$ cat src/rtl/alu_overflow_flag.sv
// ---------------------------------------------------------------------------
// alu_overflow_flag
//   Produces the ARM-style V (signed overflow) flag for the ALU. It provides
//   a combinational overflow indication for the current operation, the
//   registered V flag in the status register, and a sticky overflow
//   indicator for debug and exception use.
//
// Ports
//   clk              system clock, rising-edge active
//   rst_n            asynchronous active-low reset
//   src_a            ALU operand A (only the MSB is used)
//   src_b            ALU operand B, before the ALU's subtract inversion (MSB only)
//   alu_result       ALU result as produced by the ALU (MSB only)
//   alu_control      00 ADD, 01 SUB, 10 AND, 11 ORR
//   flag_w           V-flag write request from the decoder
//   cond_ex          condition passed; qualifies flag_w
//   sticky_clr       synchronous clear of overflow_sticky (wins over a set)
//   overflow         combinational overflow of the current operation
//   v_flag           registered V flag
//   overflow_sticky  set by any committed overflow, held until cleared
// ---------------------------------------------------------------------------
module alu_overflow_flag #(
  parameter int WIDTH = 32
) (
  input  logic             clk,
  input  logic             rst_n,
  input  logic [WIDTH-1:0] src_a,
  input  logic [WIDTH-1:0] src_b,
  input  logic [WIDTH-1:0] alu_result,
  input  logic [1:0]       alu_control,
  input  logic             flag_w,
  input  logic             cond_ex,
  input  logic             sticky_clr,
  output logic             overflow,
  output logic             v_flag,
  output logic             overflow_sticky
);

  logic sa;
  logic sb;
  logic sr;
  logic wr_en;
  logic v_flag_d;
  logic v_flag_q;
  logic sticky_d;
  logic sticky_q;

  // Only the sign bits participate; the lower bits are left unused on purpose.
  assign sa = src_a[WIDTH-1];
  assign sb = src_b[WIDTH-1];
  assign sr = alu_result[WIDTH-1];

  // For SUB the ALU adds ~B, so the effective B sign is sb ^ alu_control[0].
  // Overflow occurs when the two effective operand signs agree and the
  // result sign differs from them. Logical ops never overflow.
  assign overflow = ~alu_control[1] & (sa ^ sr) & ~(alu_control[0] ^ sa ^ sb);

  assign wr_en = flag_w & cond_ex;

  always_comb begin
    v_flag_d = v_flag_q;
    sticky_d = sticky_q;
    if (wr_en) begin
      v_flag_d = overflow;
    end
    if (sticky_clr) begin
      sticky_d = 1'b0;
    end else if (wr_en && overflow) begin
      sticky_d = 1'b1;
    end
  end

  always_ff @(posedge clk or negedge rst_n) begin
    if (!rst_n) begin
      v_flag_q <= 1'b0;
      sticky_q <= 1'b0;
    end else begin
      v_flag_q <= v_flag_d;
      sticky_q <= sticky_d;
    end
  end

  assign v_flag          = v_flag_q;
  assign overflow_sticky = sticky_q;

  // Lower operand bits are intentionally ignored.
  logic unused_low_bits;
  assign unused_low_bits = ^{src_a[WIDTH-2:0], src_b[WIDTH-2:0], alu_result[WIDTH-2:0]};

endmodule

$ cat config.mk
export PLATFORM = sky130hd
export DESIGN_NAME = alu_overflow_flag
export DESIGN_NICKNAME = d
export VERILOG_FILES = /design/src/rtl/alu_overflow_flag.sv
export SDC_FILE = /design/constraint.sdc
export NUM_CORES = 1
export LEC_CHECK = 0
export ABC_AREA = 1
export CAP_MARGIN = 20
export CORE_AREA = 2 2 41 43
export CTS_CLUSTER_DIAMETER = 50
export DETAILED_ROUTE_END_ITERATION = 10
export DIE_AREA = 0 0 43 45
export DONT_BUFFER_PORTS = 1
export GPL_TIMING_DRIVEN = 0
export HOLD_SLACK_MARGIN = 0.06
export MAX_ROUTING_LAYER = met4
export SYNTH_ARGS = -nofsm -noshare
export SYNTH_HDL_FRONTEND = slang
export SYNTH_SLANG_ARGS = --single-unit
$ cat constraint.sdc
create_clock -name clk -period 1.3 [get_ports clk]
set_input_delay 0.13 -clock clk [delete_from_list [all_inputs] [get_ports clk]]
set_output_delay 0.13 -clock clk [all_outputs]
set_load 0.01 [all_outputs]
---- Word level (Yosys, flattened, before mapping) ----
Cells that the tools add are included.
storage, ports and cells
  register bits ........................... 2
  input bits .............................. 103
  output and inout bits ................... 3
  logic and storage cells ................. 14
cells by class
  muxes and demuxes ....................... 2
  bitwise gates (word level) .............. 8
  reductions and logical operators ........ 2
operators with widths
  operator            number
  bitwise AND 1 bit   3
  bitwise XOR 1 bit   3
  2-to-1 mux 1 bit    2
  inverter 1 bit      2
  nonzero test 2 bit  1
  logical AND 1 bit   1

---- Depth between registers and ports, before layout ----
  depth in word-level cells ............... 7
  gate-level depth with buffers ........... 7
  gate-level depth less buffers ........... 7

---- Worst setup path after synthesis ----
OpenSTA, ideal clock, no wires.
  kind .................................... input to output
  from .................................... input src_a[31]
  to ...................................... output overflow
  arrival ................................. 0.543 ns
  required time ........................... 1.170 ns
  path slack .............................. 0.627 ns
  cell stages on the path ................. 6
  buffers on the path ..................... 0
  path through ............................ inv_1 -> nand2_1 -> nand2_1 -> nand2_1 -> nand2_1 -> and2_2
between the ends
  cells in the longest elaborated chain, start to end .. 4
  elaborated cells on any way between the ends .. 6
  classes of those cells .................. bitwise: 6
RTL lines
  item                            RTL line  text
  from (decl)                     27        input logic [WIDTH-1:0] src_a,
  bitwise XOR 1 bit (2 in a row)  56        assign overflow = ~alu_control[1] & (sa ^ sr) & ~(alu_control[0] ^ sa ^ sb);
  inverter 1 bit                  56
  bitwise AND 1 bit *             56
  to (decl)                       34        output logic overflow,
Every way passes the cells marked *; elsewhere a longest branch is shown, timed or not.

---- Final worst setup path ----
  from .................................... register v_flag_q, in the netlist v_flag
  to ...................................... output v_flag
RTL lines
  item                    RTL line  text
  from (decl)             44        logic v_flag_q;
  from (signal assigned)  78        v_flag_q <= v_flag_d;
  to (decl)               35        output logic v_flag,
No word-level cell between the ends.

==> summary.md <==
| Metric | Value |
|---|---|
| Clk Latency, worst-skew pair | `0.23 ns` |
| Starting DRT DRC Count | `0` |
| Fin crit share | `60.0%` |
| Share of total power in sequential cells | `29.1%` |
| # clock sinks | `2` |
| Synth Net Count | `126` |
| Required time of the critical path | `1.17 ns` |
| Gate power share | `12.4%` |
| Hold slack final | `0.0970 ns` |
| Die area | `0.00194 mm²` |
| Clock power frac | `58.5%` |
| Leakage | `0.121 nW` |
| Synthesized flop and latch total | `2` |
| Remaining Overflow, GRT | `0` |
| Largest net degree at the start of global routing | `5` |
| Die Y | `45 µm` |
| First-pass GRT wire length | `724 µm` |
| Nets | `133` |
| Setup TNS | `0 ns` |
| Final Hold Viols | `0` |
| Max Slew Vio Count | `0` |
| Average wire per standard cell | `9.20 µm` |
| Switching Power | `0.0618 mW` |
| Critical Path AT | `0.65 ns` |
| Num ports | `106` |
| Post-Synthesis Cells | `23` |
| Mux share of post-synthesis cell area | `0%` |
| Largest family of logic cells by synthesized area | `simple AND/OR/NAND/NOR gates` |
| Crit end category | `primary output` |
| Peak supply drop | `0.000161 V` |
| Min Tclk post-route | `0.779 ns` |
| Setup bufs post-CTS | `0` |
| RSZ-0062 raised after global routing | `no` |
| Synth Area in Compound Gates | `5.79%` |
| Gr usage total | `5.79%` |
| Number of port buffers | `0` |
| Worst Clk Skew | `0 ns` |
| Placer Congestion | `0.571` |
| Core ar. | `0.00147 mm²` |
| Post-Route WL | `405 µm` |
| DRT Pass-1 Iters | `1` |
| Starting Density | `10.3%` |
| Post-DP HPWL | `308 µm` |
| Slew @ Worst Pin | `0.187 ns` |
| Reg clk slew, reported paths | `0.03 ns` |
| Register area share after synthesis | `33.1%` |
| Cell taking the most area after synthesis | `dfrtp_1` |
| Routed vias/inst | `3.34` |
| Initial antenna violation count | `0` |
| Final setup fails | `0` |
| Fmax | `1280 MHz` |
| DRT antenna net count | `0` |
| CTS buffer count | `3` |
| Max_slew headroom | `87.5%` |
| Vias in the first global route | `180` |
| Max cap viols | `0` |
| Maximum clock path buffer count | `2` |
| Post-synthesis xor/xnor area fraction | `0%` |
| H-tree lvl count | `1` |
| Post-synthesis average cell area | `6.58 µm²` |
| Yosys warns | `0` |
| Share of post-route cells with drive strength above 1 | `25.0%` |
| Status | `finished, final reports clean` |
| Synth Area in Adders | `0%` |
| DRC Markers | `0` |
| Synth cell types | `9` |
| Pint | `0.183 mW` |
| CP Max Fanout | `2` |
| DR vias | `147` |
| Mapped Area | `151 µm²` |
| Power per standard cell area | `1140 mW/mm²` |
| Synth top area cells | `dfrtp_1 (33%), nand2_1 (22%), inv_1 (15%), nand3_2 (6.6%), nor3_2 (6.6%)` |
| Critical Path Source Type | `register` |
| Diodes inserted | `0` |
| Share of the synthesized area in the top cell type | `33.1%` |
| Clock root buffer | `clkbuf_4` |
| Die X | `43 µm` |
| # rows | `14` |
| CTS tree | `done` |
| HP Class | `input pin to register` |
| Layout area overhead | `41.3%` |
| Simple-gate share of the synthesized area | `46.3%` |
| Crit Path Class | `register to primary output` |
| Switch share | `25.3%` |
[sequential cells by signal, summed over array words and instances (netlist names)]
signal           flops
overflow_sticky      1
v_flag               1
[placed cells by master, fill, tap and decap left out, drive strengths merged]
cell / synthesis / layout
dlygate4sd3: 0 / 2
and2: 1 / 1
nor3: 1 / 1
nand2: 9 / 9
nor2: 1 / 1
nand3: 2 / 2
inv: 6 / 6
clkbuf: 0 / 3
a21oi: 1 / 1
dfrtp: 2 / 2
[cells by family after synthesis]
| logic type | Yosys count |
|---|---|
| buffers and inverters | 6 |
| AO/OA/AOI/OAI | 1 |
| AND/OR/NAND/NOR | 14 |
| flip-flops | 2 |
[worst paths after layout]
check / startpoint / to / slack (ns) / cells after the start
min in group asynchronous: rst_n / overflow_sticky$_DFFE_PN0P_ / 0.13 / 1
hold reg to reg: overflow_sticky$_DFFE_PN0P_ / overflow_sticky$_DFFE_PN0P_ / 0.58 / 2
setup reg to reg: v_flag$_DFFE_PN0P_ / v_flag$_DFFE_PN0P_ / 0.61 / 2
max in group asynchronous: rst_n / v_flag$_DFFE_PN0P_ / 1.04 / 1
hold / removal: alu_control[1] / overflow_sticky$_DFFE_PN0P_ / 0.1 / 3
setup / recovery: v_flag$_DFFE_PN0P_ / v_flag / 0.52 / 0
[area by class of cell]
cell class	count	area [µm²]
Inverter	6	22.5
Multi-Input combinational cell	15	78.8
Fill cell	185	1260
Clock buffer	3	22.5
Sequential cell	2	50.0
Timing Repair Buffer	2	20.0
Tap cell	16	20.0
[cells in the mapped netlist]
master   instances
nand3_2          1
and2_2           1
dfrtp_1          2
a21oi_2          1
nor2_1           1
nor3_2           1
nand3_1          1
inv_1            6
nand2_1          9
[through the flow]
step	utilization (%)	std cells	total power, mW	instance area [µm²]	setup slack [ns]
floorplan	-	23	0.0915	151	0.627
global placement	11.6	39	0.0951	171	0.595
detailed placement	11.6	39	0.0966	171	0.581
CTS	14.5	44	0.259	214	0.506
global route	14.5	44	0.263	214	0.493
finish	14.5	44	0.244	214	0.521
[timing repair]
item / CTS / global route
resized for setup: 0 / 0
hold buffers: 2 / 0
endpoints found under the hold margin: 3 / 0
[power by group through the flow]
stage                     logic [mW]  clock network (mW)  registers, mW
final                         0.0304               0.143         0.0711
after global routing          0.0357               0.156         0.0720
after CTS                     0.0308               0.157         0.0710
after detailed placement      0.0251                   0         0.0715
after global placement        0.0235                   0         0.0716
after floorplan               0.0212                   0         0.0703
[worst register-to-register path: stages, from the launching register on]
cell,delay (ns)
dfrtp_1,0.42
nand2_1,0.09
nand2_1,0.06
[layer usage]
layer / wire [µm] / global-route usage [%] / up-vias
met5: 0 / - / -
li1: - / - / 77
met4: 0 / 7.27 / 0
met2: 185 / 8.18 / 13
met3: 61 / 1.20 / 0
met1: 158 / 6.07 / 57
(Power assumes the default switching activity.)
